--- config.mk ---
export PLATFORM = sky130hd
export DESIGN_NAME = writeback_stage
export DESIGN_NICKNAME = d
export VERILOG_FILES = /design/src/rtl/writeback_stage.sv
export SDC_FILE = /design/constraint.sdc
export NUM_CORES = 2
export LEC_CHECK = 0
export CAP_MARGIN = 20
export CORE_MARGIN = 2
export CORE_UTILIZATION = 38
export CTS_CLUSTER_SIZE = 12
export DETAILED_ROUTE_END_ITERATION = 8
export PLACE_DENSITY_LB_ADDON = 0.08
export SYNTH_ARGS = -nofsm -noshare
export SYNTH_HDL_FRONTEND = slang
export SYNTH_SLANG_ARGS = --single-unit
--- constraint.sdc ---
create_clock -name clock -period 6.6 [get_ports clock]
set_input_delay 1.65 -clock clock [delete_from_list [all_inputs] [get_ports clock]]
set_output_delay 1.65 -clock clock [all_outputs]
set_load 0.01 [all_outputs]
--- src/rtl/writeback_stage.sv ---
// Writeback stage: two fixed-depth result pipes feeding the register file,
// with same-RT odd-issue stall and youngest-ready forwarding.
module writeback_stage #(
    parameter int DEPTH  = 7,
    parameter int DATA_W = 128
) (
    input  logic              clock,
    input  logic              reset,
    input  logic [DATA_W+14:0] ep_in_packet,
    input  logic [DATA_W+14:0] op_in_packet,
    input  logic              flush,
    input  logic [6:0]        fwd_addr_ep,
    input  logic [6:0]        fwd_addr_op,
    output logic [DATA_W+14:0] wrt_back_arr_ep,
    output logic [DATA_W+14:0] wrt_back_arr_op,
    output logic              wrt_en_ep,
    output logic              wrt_en_op,
    output logic [6:0]        rt_ep_address,
    output logic [6:0]        rt_op_address,
    output logic              fwd_hit_ep,
    output logic              fwd_hit_op,
    output logic [DATA_W-1:0] fwd_value_ep,
    output logic [DATA_W-1:0] fwd_value_op,
    output logic              stall_odd
);

    localparam int PW    = DATA_W + 15;
    localparam int V_LO  = 3;
    localparam int V_HI  = DATA_W + 2;
    localparam int WR    = DATA_W + 3;
    localparam int RT_LO = DATA_W + 4;
    localparam int RT_HI = DATA_W + 10;
    localparam int L_LO  = DATA_W + 11;
    localparam int L_HI  = DATA_W + 13;
    localparam int VLD   = DATA_W + 14;

    logic [PW-1:0] ep_pipe [DEPTH];
    logic [PW-1:0] op_pipe [DEPTH];

    function automatic logic [6:0] pkt_rt(input logic [PW-1:0] p);
        return p[RT_HI:RT_LO];
    endfunction

    function automatic logic [DATA_W-1:0] pkt_val(input logic [PW-1:0] p);
        return p[V_HI:V_LO];
    endfunction

    function automatic logic pkt_writes(input logic [PW-1:0] p);
        return p[VLD] & p[WR];
    endfunction

    // A latency of zero behaves like a single-cycle unit.
    function automatic logic pkt_ready(
        input logic [PW-1:0] p,
        input int            stage
    );
        logic [2:0] lat;
        lat = p[L_HI:L_LO];
        if (lat == 3'd0) begin
            lat = 3'd1;
        end
        return stage >= int'(lat);
    endfunction

    function automatic logic fwd_match(
        input logic [PW-1:0] p,
        input int            stage,
        input logic [6:0]    addr
    );
        return pkt_writes(p) && (pkt_rt(p) == addr) && pkt_ready(p, stage);
    endfunction

    always_comb begin
        stall_odd = pkt_writes(ep_in_packet) &&
                    pkt_writes(op_in_packet) &&
                    (pkt_rt(ep_in_packet) == pkt_rt(op_in_packet));
    end

    always_ff @(posedge clock or negedge reset) begin
        if (!reset) begin
            for (int i = 0; i < DEPTH; i++) begin
                ep_pipe[i] <= '0;
                op_pipe[i] <= '0;
            end
        end else if (flush) begin
            for (int i = 0; i < DEPTH; i++) begin
                ep_pipe[i] <= '0;
                op_pipe[i] <= '0;
            end
        end else begin
            ep_pipe[0] <= ep_in_packet[VLD] ? ep_in_packet : '0;
            op_pipe[0] <= (op_in_packet[VLD] && !stall_odd) ? op_in_packet : '0;
            for (int i = 1; i < DEPTH; i++) begin
                ep_pipe[i] <= ep_pipe[i-1];
                op_pipe[i] <= op_pipe[i-1];
            end
        end
    end

    always_comb begin
        wrt_back_arr_ep = ep_pipe[DEPTH-1];
        wrt_back_arr_op = op_pipe[DEPTH-1];
        wrt_en_ep       = pkt_writes(ep_pipe[DEPTH-1]);
        wrt_en_op       = pkt_writes(op_pipe[DEPTH-1]);
        rt_ep_address   = pkt_rt(ep_pipe[DEPTH-1]);
        rt_op_address   = pkt_rt(op_pipe[DEPTH-1]);
    end

    // Oldest-first scan so younger stages overwrite; even checked last wins ties.
    always_comb begin
        fwd_hit_ep   = 1'b0;
        fwd_hit_op   = 1'b0;
        fwd_value_ep = '0;
        fwd_value_op = '0;
        for (int i = DEPTH - 1; i >= 0; i--) begin
            if (fwd_match(op_pipe[i], i + 1, fwd_addr_ep)) begin
                fwd_hit_ep   = 1'b1;
                fwd_value_ep = pkt_val(op_pipe[i]);
            end
            if (fwd_match(ep_pipe[i], i + 1, fwd_addr_ep)) begin
                fwd_hit_ep   = 1'b1;
                fwd_value_ep = pkt_val(ep_pipe[i]);
            end
            if (fwd_match(op_pipe[i], i + 1, fwd_addr_op)) begin
                fwd_hit_op   = 1'b1;
                fwd_value_op = pkt_val(op_pipe[i]);
            end
            if (fwd_match(ep_pipe[i], i + 1, fwd_addr_op)) begin
                fwd_hit_op   = 1'b1;
                fwd_value_op = pkt_val(ep_pipe[i]);
            end
        end
    end

endmodule

* Word level (Yosys, flattened, before mapping)
Cells that the tools add are included.
Word-level totals: register bits 2002, latch bits 0, bits in writable memories 0, memory bits (read-only) 0, output and inout port bits 561, logic and storage cells 211, memories kept 0
Operators by class: add/sub/neg operators 0, $mul 0, divide/modulo/power cells 0, magnitude comparators 12, eq/ne operators 29, shift-type cells 0, mux-type cells 72, bitwise gates (word level) 16, reductions and logical operators 68
Operators by type and width (count):
- 128-bit 2-to-1 mux | 28
- 1001-bit 2-to-1 mux | 2
- 143-bit 2-to-1 mux | 2
- 7-bit equality test | 29
- 1-bit logical AND | 55
- 3-bit logical NOT | 12
- 3-bit 2-to-1 mux | 12
- 1-bit 2-to-1 mux | 28
- 3-bit >= comparator, first input constant | 6
- 1-bit AND | 16
- 2-bit by 3-bit >= comparator with 1-bit output, first input constant | 4
- 1-bit by 3-bit >= comparator with 1-bit output, first input constant | 2
- 1-bit logical NOT | 1

* Longest topological paths before layout
depth after elaboration 16, gate-level depth with buffers 13, gate-level depth less buffers 8

* Least setup slack after synthesis
No wires, ideal clock.
kind in2out, start point input fwd_addr_op[3], end point output fwd_value_op[124], arrival time 3918 ps, path slack 1032 ps, stages on the path 10, path buffers 2, cells stage by stage buf_2 > xor2_1 > or4_1 > or4_1 > nand2_1 > buf_2 > a21oi_1 > o21ai_1 > a21oi_1 > o41ai_1
Between the ends: cells in the longest elaborated chain, start to end 16
Ends and longest elaborated chain:
- start, declared | line 13 | input logic [6:0] fwd_addr_op,
- 7-bit equality test | line 70 | return pkt_writes(p) && (pkt_rt(p) == addr) && pkt_ready(p, stage);
- 1-bit logical AND | line 70
- 128-bit 2-to-1 mux | line 124 | if (fwd_match(op_pipe[i], i + 1, fwd_addr_op)) begin
- 128-bit 2-to-1 mux | line 128 | if (fwd_match(ep_pipe[i], i + 1, fwd_addr_op)) begin
- 128-bit 2-to-1 mux | line 124
- 128-bit 2-to-1 mux | line 128
- 128-bit 2-to-1 mux | line 124
- 128-bit 2-to-1 mux | line 128
- 128-bit 2-to-1 mux | line 124
- 128-bit 2-to-1 mux | line 128
- 128-bit 2-to-1 mux | line 124
- 128-bit 2-to-1 mux | line 128
- 128-bit 2-to-1 mux | line 124
- 128-bit 2-to-1 mux | line 128
- 128-bit 2-to-1 mux | line 124
- 128-bit 2-to-1 mux (*) | line 128
- end, declared | line 23 | output logic [DATA_W-1:0] fwd_value_op,
Mark *: on every way between the ends. The rest lies on a longest branch, timed or not.

* Worst setup path after layout
start point input fwd_addr_op[6], end point output fwd_value_op[34]
Same word-level chain as after synthesis.

==> results by group <==
Synthesis
  • Number of distinct standard cells referenced by the synthesized netlist: 66
  • Primary flip-flop cell chosen by synthesis mapping: dfrtp_1
  • Sequential element share of the synthesized area: 50.3%
  • EDFF count, synth: 0
  • Share of the synthesized area in the top cell type: 50.3%
  • Async set or reset register ratio after synthesis: 100%
  • Cell taking the most area after synthesis: dfrtp_1
  • FF+latch count, synth: 2002
  • Mapped Avg Cell Area: 9.47 µm²
  • Total nets after synthesis: 10820
  • Yosys Warn Count: 0
  • Cell count after synthesis: 10517
  • Dominant cells by area after synthesis: dfrtp_1 50%, nor2b_1 11%, a21oi_1 3.9%
  • Mapped Area: 99600 µm²

Timing
  • Fraction of the cycle the final worst path needs: 101%
  • Clock period minus worst slack: 6.65 ns
  • Fin. max-slew vios: 0
  • RSZ-0062 raised after global routing: yes
  • Top achievable clock speed: 150 MHz
  • Remaining max-slew budget at the tightest pin: 15.0%
  • Final setup vio count: 1
  • Worst setup skew after layout: 0.0443 ns
  • Number of hold-slack violations in the final timing report: 0
  • Actual slew at the worst max-slew pin: 1.27 ns
  • Worst Slack Setup Final: -0.0544 ns
  • Final-layout worst hold slack: 0.455 ns

Setup path
  • Startpoint type of the worst setup path: input port
  • Nature of the critical path endpoint: primary output
  • Type of the worst setup path: in2out
  • Critical path data required time: 4.95 ns
  • Cell family with the largest share of critical-path delay: buffers and inverters
  • Endpoint arrival time on the critical path: 5.00 ns
  • Worst R2R Path Depth: 1
  • Register-to-register path setup slack: 5.62 ns
  • CP Cell Sequence: dlygate4sd2_1 > buf_6 > xor2_1 > nor4_4 > buf_4 > and3_4 > buf_12 > buf_12 > a221oi_1 > o21ai_0 > nand2_1 > a31oi_1 > buf_4 > clkdlybuf4s50_1
  • Startpoint of the lowest-slack register-to-register path: ep_pipe[444]
  • Slowest cell on the critical path: nor4_4
  • Max incr delay on CP: 0.55 ns
  • Largest fanout on the critical path: 14
  • Crit Reg-Reg Endpoint: ep_pipe[301]
  • Worst Path Buf+Inv: 7

Global routing
  • First-pass GRT wire length: 720000 µm
  • Total track usage: 37.8%
  • Vias in the first global route: 93364
  • Pin count of the biggest net entering global routing: 218
  • Total congestion overflow after global routing: 0
  • Antenna violations before repair: 36

Pwr
  • Largest voltage drop on the vdd net: 0.000254 V
  • Static Leak: 62.6 nW
  • Total power after layout: 27.5 mW
  • Pwr/cell area: 207 nW/µm²

Route
  • Via count: 94955
  • Detail-routed net length per standard cell: 33.6 µm
  • Ratio of routed vias to standard cells: 6.15
  • DRT Pass-1 Iters: 9
  • DRC viols: 0
  • Remaining number of nets flagged by the antenna check after routing: 0
  • Number of design-rule violations left by the first detailed-router iteration: 12640
  • Wirelength, routed: 518000 µm

Worst hold path
  • Hold worst-path end: op_pipe[286]
  • Startpoint of the lowest-slack hold path: op_pipe[429]
  • Hold-critical path depth: 1
  • Type of the tightest min-delay check: reg2reg

Placement
  • Detailed placer's ending HPWL: 349000 µm
  • GPL Wtd Cong: 0.991
  • # port buffers: 863
  • Placement-stage cell area: 120000 µm²

Job
  • MaxCap Viol Count: 0

Die
  • Initial Util: 38.3%
  • Standard-cell rows: 187
  • Height of the die: 516 µm
  • Top Ports: 864
  • Horizontal extent of the die: 516 µm
  • Die area: 266000 µm²
  • Placeable core area: 260000 µm²

Clock network
  • Buffer cell driving the clock tree root: clkbuf_16
  • Clock sink count: 2002
  • TritonCTS clock tree: yes
  • H-Tree Depth: 4
  • Clock tree buffer depth: 3
  • Worst skew pair latency: 0.90 ns
  • TritonCTS Buffers: 228
  • Clock slew seen by the registers of the worst setup and hold paths: 0.06 ns

Finish
  • Layout Nets: 12033
  • Fraction of layout instances using a drive strength above 1: 18.9%
  • Finished Cell Area: 133000 µm²
  • Layout-stage area growth over the synthesis result: 33.5%
  • Fill cells: 23707

Outcome
  • Status: finished with violations
  • Violated checks: setup timing
-- repair_timing --
item / in CTS / in global routing
hold buffers: 0 / 0
buffers inserted: 118 / 45
gates cloned: 30 / 6
gates resized for setup: 716 / 186
hold endpoints to repair: 0 / 0
pin swaps: 207 / 95
setup endpoints to repair: 258 / 150
-- sequential cells by signal (all words and copies together), names as in the netlist --
| signal | count |
|---|---|
| ep_pipe | 858 |
| wrt_back_arr_op | 143 |
| wrt_back_arr_ep | 143 |
| op_pipe | 858 |
-- cell type report --
class	count	area (µm²)	area share [%]
timing repair buffer	2248	24700	18.6
inverter	11	41.3	0.0311
antenna	24	60.1	0.0452
clock inverter	80	1240	0.935
tap	3496	4370	3.29
sequential	2002	50100	37.7
clock buffer	337	6750	5.08
multi-input combinational	7239	45700	34.3
-- layout by cell type (no fill, tap or decap), types with 29 or more instances in the layout --
master	n
nor3_2	37
xnor2_1	88
nor2b_1	1710
a311oi_1	77
buf_4	928
a211o_1	61
dfrtp_1	2002
nor3_1	384
o21ai_1	50
clkbuf_16	235
o21ai_0	468
nand3_1	255
o32ai_2	40
o221ai_1	200
a221o_1	145
buf_12	380
nand2_1	693
dlygate4sd2_1	146
nor2_1	610
o211ai_1	144
o311ai_1	50
clkbuf_8	60
clkinv_2	35
a21oi_1	719
buf_6	45
clkdlybuf4s50_1	595
o22ai_1	37
and3_1	121
a31oi_1	63
clkbuf_1	48
a21oi_2	61
a221oi_1	334
or2_2	61
xor2_1	103
and2_1	289
buf_16	32
a311o_1	29
-- kinds of logic (layout without fill, tap and decap cells) --
| family | count (synthesis) | count (layout) | share of synthesized area (%) |
|---|---|---|---|
| other cells | 0 | 24 | 0 |
| buf+inv | 1278 | 2676 | 6.23 |
| flops | 2002 | 2002 | 50.3 |
| simple gates | 4349 | 4351 | 23.3 |
| xor+xnor | 203 | 203 | 1.79 |
| compound gates | 2685 | 2685 | 18.4 |
-- power breakdown --
group | leakage [nW] | total, mW | switching (mW) | internal (mW)
registers | 27.7 | 12.7 | 0.203 | 12.5
logic | 31.0 | 1.14 | 0.721 | 0.419
clock network | 3.93 | 13.7 | 5.59 | 8.09
-- cells in the mapped netlist (14+ instances only) --
master,count
dfrtp_1,2002
nor2b_1,1711
a21oi_1,783
clkbuf_1,780
nand2_1,706
nor2_1,631
o21ai_0,516
nor3_1,425
a221oi_1,356
buf_4,311
and2_1,294
nand3_1,263
o221ai_1,216
a221o_1,145
o211ai_1,144
and3_1,123
xor2_1,108
buf_2,104
xnor2_1,95
a311oi_1,84
a31oi_1,80
or2_2,63
a211o_1,62
o32ai_1,60
buf_1,58
o311ai_1,41
o22ai_1,37
nor4_1,30
a2bb2oi_1,29
a311o_1,29
o311ai_0,24
nand4_1,23
a211oi_1,19
o2111ai_1,19
or3_1,17
or4_1,15
buf_6,14
-- worst max path at each step --
stage,startpoint,end,depth (start not counted)
global placement,fwd_addr_op[0],fwd_value_op[8],15
global route,fwd_addr_ep[1],fwd_value_ep[105],17
floorplan,fwd_addr_op[3],fwd_value_op[124],10
CTS,fwd_addr_ep[1],fwd_value_ep[18],15
finish,fwd_addr_op[6],fwd_value_op[34],14
detailed placement,fwd_addr_op[0],fwd_value_op[8],15
-- metrics by stage --
step | setup TNS (ns) | util, % | setup slack (ns) | instances
global route | -0.101 | 51.1 | -0.0297 | 15416
finish | -0.0544 | 51.1 | -0.0544 | 15437
global placement | -153.86 | 46.2 | -0.993 | 14802
detailed placement | -153.67 | 46.2 | -0.919 | 14803
floorplan | 0 | - | 1.03 | 10517
CTS | -1.21 | 50.7 | -0.226 | 15367
-- routing by layer --
layer  up-vias  share of wire, %  track usage (%)
met2      6369                43             56.0
li1      39378                 -                -
met5         -             0.016                0
met4        12               7.7             23.7
met3      1575                10             9.41
met1     47621                39             49.4
No activity file was read; power rests on OpenSTA's default activity.
